File: config.mk
export PLATFORM = sky130hd
export DESIGN_NAME = md_seq_ctrl
export DESIGN_NICKNAME = d
export VERILOG_FILES = /design/src/rtl/md_seq_pkg.sv /design/src/rtl/md_step_counter.sv /design/src/rtl/md_seq_ctrl.sv
export SDC_FILE = /design/constraint.sdc
export NUM_CORES = 1
export LEC_CHECK = 0
export CAP_MARGIN = 20
export CELL_PAD_IN_SITES_DETAIL_PLACEMENT = 0
export CELL_PAD_IN_SITES_GLOBAL_PLACEMENT = 1
export CORE_MARGIN = 2
export CORE_UTILIZATION = 25
export CTS_BUF_LIST = sky130_fd_sc_hd__clkbuf_4
export CTS_CLUSTER_DIAMETER = 200
export DETAILED_ROUTE_END_ITERATION = 8
export GPL_TIMING_DRIVEN = 0
export PLACE_DENSITY = 0.82
export SYNTH_ARGS = -nofsm -noshare
export SYNTH_HDL_FRONTEND = slang
export SYNTH_SLANG_ARGS = --single-unit
File: constraint.sdc
create_clock -name clk -period 2 [get_ports clk]
set_input_delay 0.2 -clock clk [delete_from_list [all_inputs] [get_ports clk]]
set_output_delay 0.2 -clock clk [all_outputs]
set_load 0.005 [all_outputs]
File: src/rtl/md_seq_pkg.sv
// Shared encodings and helpers for the MUL/DIV sequencing controller.
package md_seq_pkg;

   localparam int unsigned MD_ST_W = 3;

   localparam logic [MD_ST_W-1:0] MD_ST_IDLE     = 3'd0;
   localparam logic [MD_ST_W-1:0] MD_ST_MUL      = 3'd1;
   localparam logic [MD_ST_W-1:0] MD_ST_DIV_INIT = 3'd2;
   localparam logic [MD_ST_W-1:0] MD_ST_DIV_ITER = 3'd3;
   localparam logic [MD_ST_W-1:0] MD_ST_DIV_LAST = 3'd4;
   localparam logic [MD_ST_W-1:0] MD_ST_DONE     = 3'd5;

   typedef enum logic [MD_ST_W-1:0] {
      ST_IDLE     = MD_ST_IDLE,
      ST_MUL      = MD_ST_MUL,
      ST_DIV_INIT = MD_ST_DIV_INIT,
      ST_DIV_ITER = MD_ST_DIV_ITER,
      ST_DIV_LAST = MD_ST_DIV_LAST,
      ST_DONE     = MD_ST_DONE
   } md_state_e;

   // Positions of the M-extension groups inside the decoded alu_op vector
   localparam int unsigned MD_ALU_OP_W = 21;
   localparam int unsigned MD_OP_MUL   = 10;
   localparam int unsigned MD_OP_DIV   = 14;
   localparam int unsigned MD_OP_N     = 4;

   // Ceiling log2, never below 1 so counters always have a real bit
   function automatic int unsigned md_clog2(input int unsigned v);
      int unsigned r;
      r = 0;
      while ((64'd1 << r) < 64'(v)) r = r + 1;
      return (r == 0) ? 1 : r;
   endfunction

endpackage

File: src/rtl/md_step_counter.sv
// Step counter with clear/increment and a terminal-count compare.
module md_step_counter
   import md_seq_pkg::*;
#(
   parameter int unsigned CNT_W = 5
) (
   input  logic             clk,
   input  logic             resetn,
   input  logic             clear_i,
   input  logic             inc_i,
   input  logic [CNT_W-1:0] term_i,
   output logic [CNT_W-1:0] cnt_o,
   output logic             tc_o
);

   logic [CNT_W-1:0] cnt_q;
   logic [CNT_W-1:0] cnt_d;

   always_comb begin
      cnt_d = cnt_q;
      if (clear_i)
         cnt_d = '0;
      else if (inc_i)
         cnt_d = cnt_q + CNT_W'(1);
   end

   always_ff @(posedge clk) begin
      if (!resetn)
         cnt_q <= '0;
      else
         cnt_q <= cnt_d;
   end

   assign cnt_o = cnt_q;
   assign tc_o  = (cnt_q == term_i);

endmodule

File: src/rtl/md_seq_ctrl.sv
// Multi-cycle MUL/DIV sequencer driving EXE control pulses and the ID stall.
// Optional divide-by-zero fast path: MD_DIV_ZERO_FASTPATH_EN.
module md_seq_ctrl
   import md_seq_pkg::*;
#(
   parameter int unsigned XLEN       = 32,
   parameter int unsigned MUL_CYCLES = 4,
   parameter int unsigned DIV_CYCLES = 18,
   parameter int unsigned CNT_W      =
      md_clog2((MUL_CYCLES > DIV_CYCLES) ? MUL_CYCLES : DIV_CYCLES)
) (
   input  logic             clk,
   input  logic             resetn,
   input  logic             flush_i,
   input  logic             enable_i,
   input  logic             issue_valid_i,
   input  logic             is_mul_i,
   input  logic             is_div_i,
   input  logic [4:0]       rd_idx_i,
   input  logic [XLEN-1:0]  divisor_i,
   output logic             stall_o,
   output logic             busy_o,
   output logic [CNT_W-1:0] mul_state_o,
   output logic             d_init_o,
   output logic             d_advance_o,
   output logic             div_last_o,
   output logic             fin_o,
   output logic [4:0]       rd_idx_o,
   output logic             div_zero_o
);

   md_state_e        state_q, state_d;
   logic             accept_c;
   logic             fast_c;
   logic             cnt_inc_c;
   logic             cnt_clear_c;
   logic             tc_c;
   logic [CNT_W-1:0] term_c;
   logic [CNT_W-1:0] cnt;

   logic             stall_q;
   logic             busy_q;
   logic             mul_q;
   logic             d_init_q;
   logic             d_adv_q;
   logic             div_last_q;
   logic             fin_q;
   logic             div_zero_q;
   logic [4:0]       rd_idx_q;

   assign accept_c = (state_q == ST_IDLE) && issue_valid_i && (is_mul_i | is_div_i) && !flush_i;

`ifdef MD_DIV_ZERO_FASTPATH_EN
   assign fast_c = accept_c && is_div_i && (divisor_i == '0);
`else
   logic unused_divisor;
   assign unused_divisor = ^divisor_i;
   assign fast_c         = 1'b0;
`endif

   // Shared counter: MUL steps in MUL, iteration count in DIV_ITER
   md_step_counter #(
      .CNT_W (CNT_W)
   ) u_step_counter (
      .clk     (clk),
      .resetn  (resetn),
      .clear_i (cnt_clear_c),
      .inc_i   (cnt_inc_c),
      .term_i  (term_c),
      .cnt_o   (cnt),
      .tc_o    (tc_c)
   );

   // Next-state and counter control
   always_comb begin
      state_d   = state_q;
      cnt_inc_c = 1'b0;
      term_c    = CNT_W'(DIV_CYCLES - 3);
      if (state_q == ST_MUL)
         term_c = CNT_W'(MUL_CYCLES - 1);

      case (state_q)
         ST_IDLE: begin
            if (accept_c) begin
               if (fast_c)
                  state_d = ST_DONE;
               else if (is_div_i)
                  state_d = ST_DIV_INIT;
               else
                  state_d = ST_MUL;
            end
         end
         ST_MUL: begin
            if (tc_c)
               state_d = ST_DONE;
            else
               cnt_inc_c = 1'b1;
         end
         ST_DIV_INIT: state_d = ST_DIV_ITER;
         ST_DIV_ITER: begin
            if (tc_c)
               state_d = ST_DIV_LAST;
            else
               cnt_inc_c = 1'b1;
         end
         ST_DIV_LAST: state_d = ST_DONE;
         ST_DONE: begin
            if (enable_i)
               state_d = ST_IDLE;
         end
         default: state_d = ST_IDLE;
      endcase

      if (flush_i) begin
         state_d   = ST_IDLE;
         cnt_inc_c = 1'b0;
      end
      cnt_clear_c = !cnt_inc_c;
   end

   // State register with outputs registered from the next state
   always_ff @(posedge clk) begin
      if (!resetn) begin
         state_q    <= ST_IDLE;
         stall_q    <= 1'b0;
         busy_q     <= 1'b0;
         mul_q      <= 1'b0;
         d_init_q   <= 1'b0;
         d_adv_q    <= 1'b0;
         div_last_q <= 1'b0;
         fin_q      <= 1'b0;
         div_zero_q <= 1'b0;
         rd_idx_q   <= 5'd0;
      end else begin
         state_q    <= state_d;
         stall_q    <= state_d inside {ST_MUL, ST_DIV_INIT, ST_DIV_ITER, ST_DIV_LAST};
         busy_q     <= (state_d != ST_IDLE);
         mul_q      <= (state_d == ST_MUL);
         d_init_q   <= (state_d == ST_DIV_INIT);
         d_adv_q    <= (state_d == ST_DIV_ITER) || (state_d == ST_DIV_LAST);
         div_last_q <= (state_d == ST_DIV_LAST);
         fin_q      <= (state_d == ST_DONE);
         div_zero_q <= (state_d == ST_DONE) && (fast_c || div_zero_q);
         if (flush_i)
            rd_idx_q <= 5'd0;
         else if (accept_c)
            rd_idx_q <= rd_idx_i;
      end
   end

   assign stall_o     = accept_c | stall_q;
   assign busy_o      = busy_q;
   assign mul_state_o = mul_q ? cnt : '0;
   assign d_init_o    = d_init_q;
   assign d_advance_o = d_adv_q;
   assign div_last_o  = div_last_q;
   assign fin_o       = fin_q;
   assign rd_idx_o    = rd_idx_q;
   assign div_zero_o  = div_zero_q;

endmodule
# [Word-level counts from Yosys, hierarchy flattened]
# Cells that the tools add are included.
[totals] ff_bits=21 input_bits=44 output_inout_bits=17 word_cells=50
[classes] n_addsub=1 eq_ne=11 muxes=12 bitwise_logic=3 n_reduce_logical=12
[op_table] op="case mux 3 bit (6 select lines)" count=1
[op_table] op="2-to-1 mux 3 bit" count=5
[op_table] op="== test 3 x 2 -> 1 bit (second input constant)" count=4
[op_table] op="== test 3 bit (second input constant)" count=4
[op_table] op="== test 3 x 1 -> 1 bit (second input constant)" count=2
[op_table] op="adder 5 x 1 -> 5 bit (second input constant)" count=1
[op_table] op="== test 5 x 4 -> 1 bit" count=1
[op_table] op="2-to-1 mux 5 bit" count=1
[op_table] op="logical AND 1 bit" count=4
[op_table] op="2-to-1 mux 4 bit" count=1
[op_table] op="nonzero test 4 bit" count=1
[op_table] op="OR reduction 2 bit" count=2
[op_table] op="logical NOT 3 bit" count=1
[op_table] op="2-to-1 mux 1 bit" count=3
[op_table] op="nonzero test 3 bit" count=1
[op_table] op="2-to-1 mux 2 bit" count=1
[op_table] op="OR 1 bit" count=2
[op_table] op="AND reduction 2 bit" count=1
[op_table] op="logical NOT 1 bit" count=1
[op_table] op="logical OR 1 bit" count=1
[op_table] op="inverter 1 bit" count=1

# [Logic depth before layout (Yosys ltp)]
[depth] depth_word=9 ltp_mapped=6 depth_no_buf=6

# [Hierarchy]
# From an unflattened synthesis, not the netlist that was laid out.
[hier_totals] cells_unflattened=101 hier_area_um2=944.7
[modules_own_cells] module="md_seq_ctrl" n_inst=1 cells_per_inst=74 area_each_um2=691.9
[modules_own_cells] module="md_step_counter" n_inst=1 cells_per_inst=27 area_each_um2=252.7

# [Least setup slack after synthesis]
# No wires, ideal clock.
[synth_timing] path_type="reg2reg" start="register state_q[1]" end="register stall_q" setup_time_ps=115 arrival_time_ps=1574 t_required_ps=1885 setup_slack_ps=311 path_stages_with_launch=7 synth_period_minus_slack_ps=1689 cell_sequence="dfxtp_1 -> buf_6 -> or4b_4 -> nor3_4 -> a311oi_2 -> xnor2_1 -> nor2_1"
[synth_via] elab_chain_cells=9
[synth_rtl] item="start, declared" line="md_seq_ctrl.sv:32" rtl="md_state_e state_q, state_d;"
[synth_rtl] item="start signal, assigned" line="md_seq_ctrl.sv:135" rtl="state_q <= state_d;"
[synth_rtl] item="parallel branches: the longest is 5 deep, another holds == test 5 x 4 -> 1 bit"
[synth_rtl] item="case mux 3 bit (6 select lines) *" line="md_seq_ctrl.sv:82" rtl="case (state_q)"
[synth_rtl] item="2-to-1 mux 3 bit *" line="md_seq_ctrl.sv:114" rtl="if (flush_i) begin"
[synth_rtl] item="== test 3 x 1 -> 1 bit (tied with other cells)" line="md_seq_ctrl.sv:136" rtl="stall_q <= state_d inside {ST_MUL, ST_DIV_INIT, ST_DIV_ITER, ST_DIV_LAST};"
[synth_rtl] item="nonzero test 4 bit *" line="md_seq_ctrl.sv:136"
[synth_rtl] item="end signal, assigned" line="md_seq_ctrl.sv:136"
[synth_rtl] item="end, declared" line="md_seq_ctrl.sv:41" rtl="logic stall_q;"
# Every way passes the cells marked *.
# A chain may end at the register's enable or synchronous reset.

# [Final worst setup path]
[layout_timing] start="register state_q[2]" end="output port stall_o"
[layout_via] elab_chain_cells=5
[layout_rtl] item="logical NOT 3 bit" line="md_seq_ctrl.sv:51" rtl="assign accept_c = (state_q == ST_IDLE) && issue_valid_i && (is_mul_i | is_div_i) && !flush_i;"
[layout_rtl] item="logical AND 1 bit (3 in series)" line="md_seq_ctrl.sv:51"
[layout_rtl] item="OR 1 bit" line="md_seq_ctrl.sv:151" rtl="assign stall_o = accept_c | stall_q;"
[layout_rtl] item="end, declared" line="md_seq_ctrl.sv:21" rtl="output logic stall_o,"
# Every way passes these cells.

==> results.json <==
{
  "cap_violations": 0,
  "wl_per_cell_um": 10.65,
  "grt_pass1_vias": 710,
  "synth_flop_cell": "dfxtp_1",
  "maxSlewViolCount": 0,
  "synth_commonest_cells": "21 x dfxtp_1, 17 x nor2_1, 6 x and2_1, 5 x a21oi_1, 5 x mux2i_1",
  "min_path_type": "flop to flop",
  "cts.sinks": 21,
  "ant_nets": 0,
  "criticalPathCategory": "flop to output pin",
  "clock_power_share_pct": 27.8,
  "finalSetupViolCount": 0,
  "path_cells": "or4b_4 > nor3_4 > or2_4 > clkdlybuf4s15_2",
  "syn-num-nets": 135,
  "synth_xor_area_share_pct": 3.927,
  "drt-met1-wl_um": 855,
  "wl_um": 1810,
  "synth_seq_area_share_pct": 47.12,
  "initial_utilization_pct": 26.32,
  "final_hold_viol_count": 0,
  "synth_top_area_share_pct": 47.12,
  "p_comb_share_pct": 11.5,
  "yosys.area_share.adder_pct": 1.403,
  "nNetsFinal": 170,
  "worstSkewPairLatency_ps": 290,
  "dr.pass1.iters": 4,
  "irDropWorstVdd_mv": 0.1983,
  "path_clk_slew_ps": 120,
  "muxShareOfSynthArea_pct": 5.610,
  "clockBufferDepth": 2,
  "track_usage_pct": 10.00,
  "crit_buf_inv": 1,
  "die_w_um": 63.74,
  "worst_pin_slew_ps": 608.6,
  "mappedNetlistArea_um2": 892.1,
  "cts_buffers": 3,
  "synth_top_family_by_area": "simple AND/OR/NAND/NOR gates",
  "synth.area.top_cells": "dfxtp_1 47%, nor2_1 7.2%, mux2i_1 5.6%",
  "met3_length_um": 115,
  "drive_gt1_share_pct": 16.13,
  "synth_compound_area_share_pct": 10.52,
  "gp_congestion": 0.7574,
  "synth_edf_count": 0,
  "num_vias": 744,
  "worst_slew_margin_rel_pct": 59.24,
  "finClkSkew_ps": 6.695,
  "htreeDepth": 1,
  "drc": 0,
  "cp_slowest_cell": "or4b_4",
  "fin_crit_ps": 1887,
  "yosysTopAreaCell": "dfxtp_1",
  "initialDrtViolationCount": 15,
  "antenna_cells": 0,
  "post_synth_num_cell_types": 29,
  "yosys_register_bits": 21,
  "die_height_um": 63.74,
  "cts_tree": "built",
  "vias_per_cell": 4.376,
  "cpPeakStageDelay_ps": 530,
  "p_leak_nw": 0.4633,
  "place_area_mm2": 0.001230,
  "fin_util_pct": 37.73,
  "seq_power_share_pct": 60.6,
  "dieArea_mm2": 0.004062,
  "grt_overflow": 0,
  "rsz0062_at_grt": "no",
  "power_w": 0.0007008,
  "cp_top_family": "simple AND/OR/NAND/NOR gates",
  "sw_frac_of_total_pct": 22.09,
  "top_layer": "met4",
  "start_kind": "flop",
  "grt_pass1_wl_um": 3153,
  "grt_max_degree": 13,
  "grt_antenna_before_repair": 0,
  "critPathMaxFanout": 7,
  "synthCells": 90,
  "p_int_w": 0.0005460,
  "place_hpwl_um": 1410,
  "cp.arrival_ps": 1690,
  "status": "finished, final reports clean",
  "rows": 21,
  "async_reset_ff_share_pct": 0,
  "syn_area_per_cell_um2": 9.912,
  "ys_warn_count": 0,
  "cts-root-buf": "clkbuf_4",
  "holdBufCountCts": 0,
  "io-pin-count": 61,
  "max_freq_ghz": 0.5300,
  "p_per_area_mw_per_mm2": 548.0,
  "area_delta_synth_final_pct": 43.34,
  "core-area_mm2": 0.003390,
  "cp_data_required_time_ps": 1800,
  "yosys.area_share.simple_pct": 27.21,
  "timing.final.crit_share_pct": 94.34,
  "met2_wirelength_um": 820,
  "rrSetupSlack_ps": 250,
  "yosysMostFrequentCell": "dfxtp_1",
  "post-route-cell-area_mm2": 0.001279,
  "port_buffers": 28,
  "critPathCaptureType": "output pin",
  "p_sw_w": 0.0001548
}
[stage by stage]
step	setup slack (ps)	instances	setup TNS (ps)	hold WS, ps
after global routing	15.33	170	0	498.0
after global placement	-443.6	164	-443.6	438.6
after CTS	22.60	170	0	484.0
after detailed placement	-470.2	164	-483.7	453.7
final	113.2	170	0	475.5
after floorplan	310.5	90	0	340.7
[layer usage]
layer	vias to the layer above	track usage (%)
met1	344	11.73
met3	2	4.754
met4	0	4.076
met2	20	15.66
li1	378	-
met5	-	0
[final timing paths]
check | startpoint | end | depth (start not counted)
min | div_zero_o | div_zero_o | 1
min reg2reg | div_zero_o | div_zero_o | 1
max reg2reg | u_step_counter.cnt_o[0] | stall_q | 6
max | state_q[2] | stall_o | 4
[power by group through the flow]
stage / Sequential (W) / Combinational [W] / Clock [W]
global route: 0.000426 / 0.0000876 / 0.000233
floorplan: 0.000436 / 0.0000382 / 0
CTS: 0.000425 / 0.0000819 / 0.000211
global placement: 0.000435 / 0.0000776 / 0
detailed placement: 0.000436 / 0.0000785 / 0
finish: 0.000425 / 0.0000808 / 0.000195
[final cells by class]
| class | instances | area (µm²) |
|---|---|---|
| fill | 339 | 2111 |
| tap | 46 | 57.56 |
| inverter | 4 | 15.01 |
| sequential | 21 | 426.7 |
| clock inverter | 1 | 5.005 |
| timing repair buffer | 31 | 304.0 |
| buffer | 1 | 11.26 |
| multi-input combinational | 63 | 436.7 |
| clock buffer | 3 | 22.52 |
[layout by cell type, fill, tap and decap left out]
cell type,n
nor2_2,1
a311oi_2,1
clkbuf_4,3
o311ai_2,1
dfxtp_1,18
and2_1,6
xnor2_1,2
xor2_1,2
clkdlybuf4s50_1,27
nand2b_1,2
buf_4,3
a21oi_1,5
ha_1,1
or4_1,1
or3_1,2
nand3_1,3
mux2i_1,5
a211oi_1,2
inv_1,4
o211ai_1,1
or2_4,1
nor3b_1,1
dfxtp_2,2
nor2_1,17
a31oi_1,1
dfxtp_4,1
a21o_2,1
nor4b_4,1
nor3_4,1
buf_6,1
nor4_1,1
clkinv_2,1
or4b_4,1
clkdlybuf4s15_2,1
and3_1,1
nand2_1,2
[cell families after synthesis]
kind of cell | Yosys count
and+or+nand+nor | 41
muxes | 5
DFF | 21
xor gates and xnor gates | 4
AOI/OAI and AO/OA | 12
buffers and inverters | 6
adders and majority gates | 1
[what timing repair did]
action	CTS	global route
endpoints found under the hold margin	0	0
endpoints found under the setup margin	1	1
pin swaps	3	1
resized for setup	8	0
setup buffers	3	0
No activity file was read; power rests on OpenSTA's default activity.
